--- src/rtl/id_ex_stage.sv ---
// id_ex_stage: ID/EX pipeline register sitting directly upstream of the ALU.
//
// Registers decoded operands and control from decode, turns ALUOp/funct into
// the 3-bit ALUControl, and selects the final A/B operands for the ALU.
// Memory and writeback control ride along to later stages.
//
// Optional feature: define ID_EX_FORWARDING_EN to forward results from the
// EX/MEM and MEM/WB stages. EX/MEM wins over MEM/WB. Register 0 is never
// forwarded. Without the macro the forwarding ports are present but ignored.
//
// Ports:
//   clk, reset             clock; synchronous active-high reset
//   stall, flush           hold all registers; load a bubble (flush wins)
//   id_*                   decoded instruction from the decode stage
//   exmem_*, memwb_*       forwarding sources (valid, destination, data)
//   A, B, ALUControl       operands and operation presented to the ALU
//   ex_valid, ex_wreg      slot valid; destination register index
//   ex_store_data          forwarded rt value for stores
//   ex_regwrite/memread/memwrite/memtoreg  registered downstream control
module id_ex_stage #(
   parameter int unsigned W  = 32,
   parameter int unsigned RW = 5
) (
   input  logic          clk,
   input  logic          reset,
   input  logic          stall,
   input  logic          flush,
   input  logic          id_valid,
   input  logic [W-1:0]  id_rs_data,
   input  logic [W-1:0]  id_rt_data,
   input  logic [W-1:0]  id_imm,
   input  logic [RW-1:0] id_rs,
   input  logic [RW-1:0] id_rt,
   input  logic [RW-1:0] id_rd,
   input  logic [1:0]    id_aluop,
   input  logic [5:0]    id_funct,
   input  logic          id_alusrc,
   input  logic          id_regdst,
   input  logic          id_regwrite,
   input  logic          id_memread,
   input  logic          id_memwrite,
   input  logic          id_memtoreg,
   input  logic          exmem_regwrite,
   input  logic          memwb_regwrite,
   input  logic [RW-1:0] exmem_rd,
   input  logic [RW-1:0] memwb_rd,
   input  logic [W-1:0]  exmem_result,
   input  logic [W-1:0]  memwb_result,
   output logic [W-1:0]  A,
   output logic [W-1:0]  B,
   output logic [2:0]    ALUControl,
   output logic          ex_valid,
   output logic [RW-1:0] ex_wreg,
   output logic [W-1:0]  ex_store_data,
   output logic          ex_regwrite,
   output logic          ex_memread,
   output logic          ex_memwrite,
   output logic          ex_memtoreg
);

   typedef struct packed {
      logic          valid;
      logic [W-1:0]  rs_data;
      logic [W-1:0]  rt_data;
      logic [W-1:0]  imm;
      logic [RW-1:0] rs;
      logic [RW-1:0] rt;
      logic [RW-1:0] wreg;
      logic [2:0]    alu_ctrl;
      logic          alusrc;
      logic          regwrite;
      logic          memread;
      logic          memwrite;
      logic          memtoreg;
   } ex_reg_t;

   ex_reg_t     ex_d, ex_q;
   logic [2:0]  alu_ctrl_dec;
   logic [W-1:0] rs_fwd, rt_fwd;

   // ALUOp/funct decode
   always_comb begin
      alu_ctrl_dec = 3'b010;
      unique case (id_aluop)
         2'b00: alu_ctrl_dec = 3'b010;
         2'b01: alu_ctrl_dec = 3'b110;
         2'b11: alu_ctrl_dec = 3'b001;
         2'b10: begin
            case (id_funct)
               6'b100000: alu_ctrl_dec = 3'b010;
               6'b100010: alu_ctrl_dec = 3'b110;
               6'b100100: alu_ctrl_dec = 3'b000;
               6'b100101: alu_ctrl_dec = 3'b001;
               6'b101010: alu_ctrl_dec = 3'b111;
               default:   alu_ctrl_dec = 3'b010;
            endcase
         end
         default: alu_ctrl_dec = 3'b010;
      endcase
   end

   // Next state: flush > stall > load; an invalid decode slot loads as a bubble
   always_comb begin
      ex_d = ex_q;
      if (flush) begin
         ex_d = '0;
      end else if (!stall) begin
         if (id_valid) begin
            ex_d.valid    = 1'b1;
            ex_d.rs_data  = id_rs_data;
            ex_d.rt_data  = id_rt_data;
            ex_d.imm      = id_imm;
            ex_d.rs       = id_rs;
            ex_d.rt       = id_rt;
            ex_d.wreg     = id_regdst ? id_rd : id_rt;
            ex_d.alu_ctrl = alu_ctrl_dec;
            ex_d.alusrc   = id_alusrc;
            ex_d.regwrite = id_regwrite;
            ex_d.memread  = id_memread;
            ex_d.memwrite = id_memwrite;
            ex_d.memtoreg = id_memtoreg;
         end else begin
            ex_d = '0;
         end
      end
   end

   always_ff @(posedge clk) begin
      if (reset) begin
         ex_q <= '0;
      end else begin
         ex_q <= ex_d;
      end
   end

`ifdef ID_EX_FORWARDING_EN
   always_comb begin
      rs_fwd = ex_q.rs_data;
      if (exmem_regwrite && (exmem_rd == ex_q.rs) && (ex_q.rs != '0)) begin
         rs_fwd = exmem_result;
      end else if (memwb_regwrite && (memwb_rd == ex_q.rs) && (ex_q.rs != '0)) begin
         rs_fwd = memwb_result;
      end
   end

   always_comb begin
      rt_fwd = ex_q.rt_data;
      if (exmem_regwrite && (exmem_rd == ex_q.rt) && (ex_q.rt != '0)) begin
         rt_fwd = exmem_result;
      end else if (memwb_regwrite && (memwb_rd == ex_q.rt) && (ex_q.rt != '0)) begin
         rt_fwd = memwb_result;
      end
   end
`else
   assign rs_fwd = ex_q.rs_data;
   assign rt_fwd = ex_q.rt_data;

   logic unused_fwd;
   assign unused_fwd = ^{exmem_regwrite, memwb_regwrite, exmem_rd, memwb_rd,
                         exmem_result, memwb_result, ex_q.rs, ex_q.rt};
`endif

   assign A             = rs_fwd;
   assign B             = ex_q.alusrc ? ex_q.imm : rt_fwd;
   assign ex_store_data = rt_fwd;
   assign ALUControl    = ex_q.alu_ctrl;
   assign ex_valid      = ex_q.valid;
   assign ex_wreg       = ex_q.wreg;
   assign ex_regwrite   = ex_q.regwrite;
   assign ex_memread    = ex_q.memread;
   assign ex_memwrite   = ex_q.memwrite;
   assign ex_memtoreg   = ex_q.memtoreg;

endmodule

--- config.mk ---
export PLATFORM = sky130hd
export DESIGN_NAME = id_ex_stage
export DESIGN_NICKNAME = d
export VERILOG_FILES = /design/src/rtl/id_ex_stage.sv
export SDC_FILE = /design/constraint.sdc
export NUM_CORES = 1
export LEC_CHECK = 0
export ABC_AREA = 1
export BUFFER_PORTS_ARGS = -buffer_cell sky130_fd_sc_hd__clkbuf_2
export CORE_AREA = 2 2 123 125
export CTS_CLUSTER_SIZE = 16
export DETAILED_ROUTE_END_ITERATION = 16
export DIE_AREA = 0 0 125 127
export GPL_TIMING_DRIVEN = 0
export PLACE_DENSITY = 0.63
export REMOVE_ABC_BUFFERS = 1
export SLEW_MARGIN = 30
export SYNTH_ARGS = -nofsm -noshare
export SYNTH_HDL_FRONTEND = slang
export SYNTH_SLANG_ARGS = --single-unit
export TNS_END_PERCENT = 30
--- constraint.sdc ---
create_clock -name clk -period 2.1 [get_ports clk]
set_clock_uncertainty 0.05 [all_clocks]
set_input_delay 0.315 -clock clk [delete_from_list [all_inputs] [get_ports clk]]
set_output_delay 0.315 -clock clk [all_outputs]
set_load 0.01 [all_outputs]
==> results.py <==
metrics = {
    "run_status": {
        "status": "completed",
    },
    "place": {
        "hpwl_mm": 8.61,
        "gp_routability_congestion": 0.848,
        "placement.io_buffers": 233,
        "post_dp_cell_area_um2": 5780,
    },
    "synth": {
        "synth_common_cells": "nand2_1 (216), dfxtp_1 (110), a21oi_1 (101)",
        "yosysTopAreaCellShare": 0.449,
        "dominantRegCellSynth": "dfxtp_1",
        "ys_ff_latch": 110,
        "distinct_cell_type_count_after_synthesis": 17,
        "yosys_warnings": 0,
        "seq_area_frac_synth": 0.449,
        "synth_top_cells_by_area": "dfxtp_1 (45%), nand2_1 (17%), buf_4 (13%)",
        "postSynthAreaPerCell_um2": 7.89,
        "synthesis.area_um2": 4900,
        "yosys.cell_count.top_type": "nand2_1",
        "ys_async_sr_fraction": 0,
        "syn-instance-count": 621,
        "synth_area_leader_cell": "dfxtp_1",
        "synth_enable_flop_cells": 0,
    },
    "cells_and_area": {
        "multi_input_area_um2": 1910,
        "drive_above_1_share": 0.394,
        "final_net_count": 968,
        "nFillCells": 1540,
        "flow.area_growth_from_synthesis_pct": 24.0,
        "sequential_cell_area_um2": 2210,
        "stdcell_area_um2": 6080,
        "insertedDiodeCount": 0,
    },
    "power_and_ir_drop": {
        "powerDensity_nw_per_um2": 709,
        "totalPowerFinal_mw": 4.31,
        "power.ir.vdd_worst_uv": 515,
        "power.leakage_nw": 2.70,
    },
    "sta": {
        "timing_worst_slew_pin_value_ns": 0.400,
        "timing.final.hold_violations": 0,
        "final_min_period_over_clock_period": 0.912,
        "slew_headroom": 0.733,
        "max_clock_freq_mhz": 522,
        "grt_setup_unrepaired": "no",
        "timing_max_transition_violations_final": 0,
        "finalSetupViolations": 0,
        "layout_min_cycle_time_ns": 1.91,
    },
    "floorplan": {
        "die-width_um": 125,
        "die_area_um2": 15900,
        "core-area_um2": 14400,
        "die_y_um": 127,
        "initial_util": 0.340,
        "pin_count": 315,
        "floorplan.rows": 44,
    },
    "clock_tree": {
        "cts_setup_buffers": 0,
        "ctsResizeCount": 0,
        "numCtsBuffers": 9,
        "tritoncts": "yes",
        "insertion_delay_ns": 0.34,
        "clkSlewWorstSetupHoldPaths_ns": 0.08,
        "clock_path_buffers": 2,
        "tritoncts_num_sinks": 110,
        "clock_tree.htree_level_count": 3,
        "clock-root-buffer": "clkbuf_16",
        "ctsHoldBuffers": 0,
    },
    "grt": {
        "grt_max_degree": 62,
        "vias_in_the_first_global_route": 3859,
        "grt_overflow": 0,
        "first_pass_grt_wire_length_mm": 19.3,
        "grt_overall_usage": 0.148,
        "antenna_found_initial": 0,
    },
    "detailed_routing": {
        "routed_wire_length_per_instance_um": 12.6,
        "drt_drc_violations_left": 0,
        "firstDrtPassIters": 4,
        "ant_nets": 0,
        "vias_per_cell": 4.52,
        "first_iter_violations": 183,
        "via_count": 4299,
        "detail_route.wirelength_mm": 12.0,
    },
    "worst_setup_path": {
        "worstSetupStartpointType": "flip-flop",
        "crit_path_capture_type": "primary output",
        "critPathArrivalTime_ns": 1.55,
        "timing.setup.critical_path_class": "reg -> out",
        "worst_ep_required_time_ns": 1.74,
        "timing.critical_path.fanout_max": 22,
    },
    "worst_hold_path": {
        "hold_class": "in -> reg",
    },
    "job": {
        "max-cap-violations": 0,
    },
}
==> final timing paths <==
kind,from,depth (start not counted),slack (ns),to
max,ex_q[4]$_SDFFE_PP0N_,3,0.19,B[28]
min reg2reg,A[18]$_SDFFE_PP0N_,2,0.41,A[18]$_SDFFE_PP0N_
max reg2reg,ex_q[4]$_SDFFE_PP0N_,2,1.29,ex_q[4]$_SDFFE_PP0N_
min,id_rs_data[11],3,0.13,A[11]$_SDFFE_PP0N_
==> kinds of logic (layout without fill, tap and decap cells) <==
kind of cell           count (synthesis)  in the layout  share of synthesized area
AOI/OAI and AO/OA                    116            116                      0.126
buffers and inverters                121            267                      0.162
DFF                                  110            110                      0.449
muxes                                 32             32                     0.0735
and+or+nand+nor                      242            242                      0.189
==> final cells by class <==
class                           instances  share of cell area
Sequential cell                       110               0.363
Multi-Input combinational cell        390               0.314
Timing Repair Buffer                  241               0.230
Tap cell                              184              0.0379
Clock buffer                           10              0.0377
Clock inverter                          6              0.0115
Inverter                               10             0.00618
==> cell usage in the layout, fill, tap and decap left out <==
cell and instances:
clkbuf_2 232, nand2_1 216, dfxtp_1 109, a21oi_1 101, mux2_2 32, nor2_1 17
a21oi_2 10, inv_1 9, clkbuf_16 9, buf_16 8, o21ai_0 5, nand3_1 4
clkinv_4 3, nor3_1 2, nor2_4 1, or2_4 1, inv_2 1, nand3b_1 1
clkbuf_1 1, inv_6 1, clkinv_2 1, bufinv_16 1, dfxtp_4 1, clkbuf_8 1
==> registers in the layout, indices dropped and copies added (netlist names) <==
| name | cells |
|---|---|
| ex_regwrite | 1 |
| ex_store_data | 32 |
| ex_memwrite | 1 |
| ex_wreg | 5 |
| A | 32 |
| ex_memread | 1 |
| ex_valid | 1 |
| ALUControl | 3 |
| ex_q | 33 |
| ex_memtoreg | 1 |
==> power breakdown <==
| part | internal [mW] | switching, mW |
|---|---|---|
| clock | 0.935 | 0.780 |
| sequential | 2.13 | 0.0251 |
| combinational | 0.205 | 0.237 |
==> layer usage <==
| metal | wire (µm) | track usage | vias to the layer above | share of wire |
|---|---|---|---|---|
| li1 | - | - | 2196 | - |
| met1 | 5260 | 0.184 | 1920 | 0.44 |
| met2 | 5530 | 0.239 | 163 | 0.46 |
| met3 | 918 | 0.0544 | 20 | 0.077 |
| met4 | 276 | 0.0529 | 0 | 0.023 |
| met5 | 0 | 0 | - | 0 |
==> worst max-delay path, stage by stage, from the launching register on <==
cell      delay [ns]
dfxtp_4         0.48
buf_16          0.21
mux2_2          0.37
clkbuf_2        0.13
==> through the flow <==
step	util	instances	setup TNS (ns)	setup slack, ns	hold WS, ns
after floorplan	-	510	-59.10	-0.867	0.390
after global placement	0.384	927	-421.58	-4.31	0.400
after detailed placement	0.401	935	-0.00497	-0.00497	0.403
after CTS	0.421	951	0	0.0304	0.110
after global routing	0.421	951	0	0.103	0.116
final	0.421	951	0	0.185	0.133
Note: power is estimated with default switching activity, not from simulation.
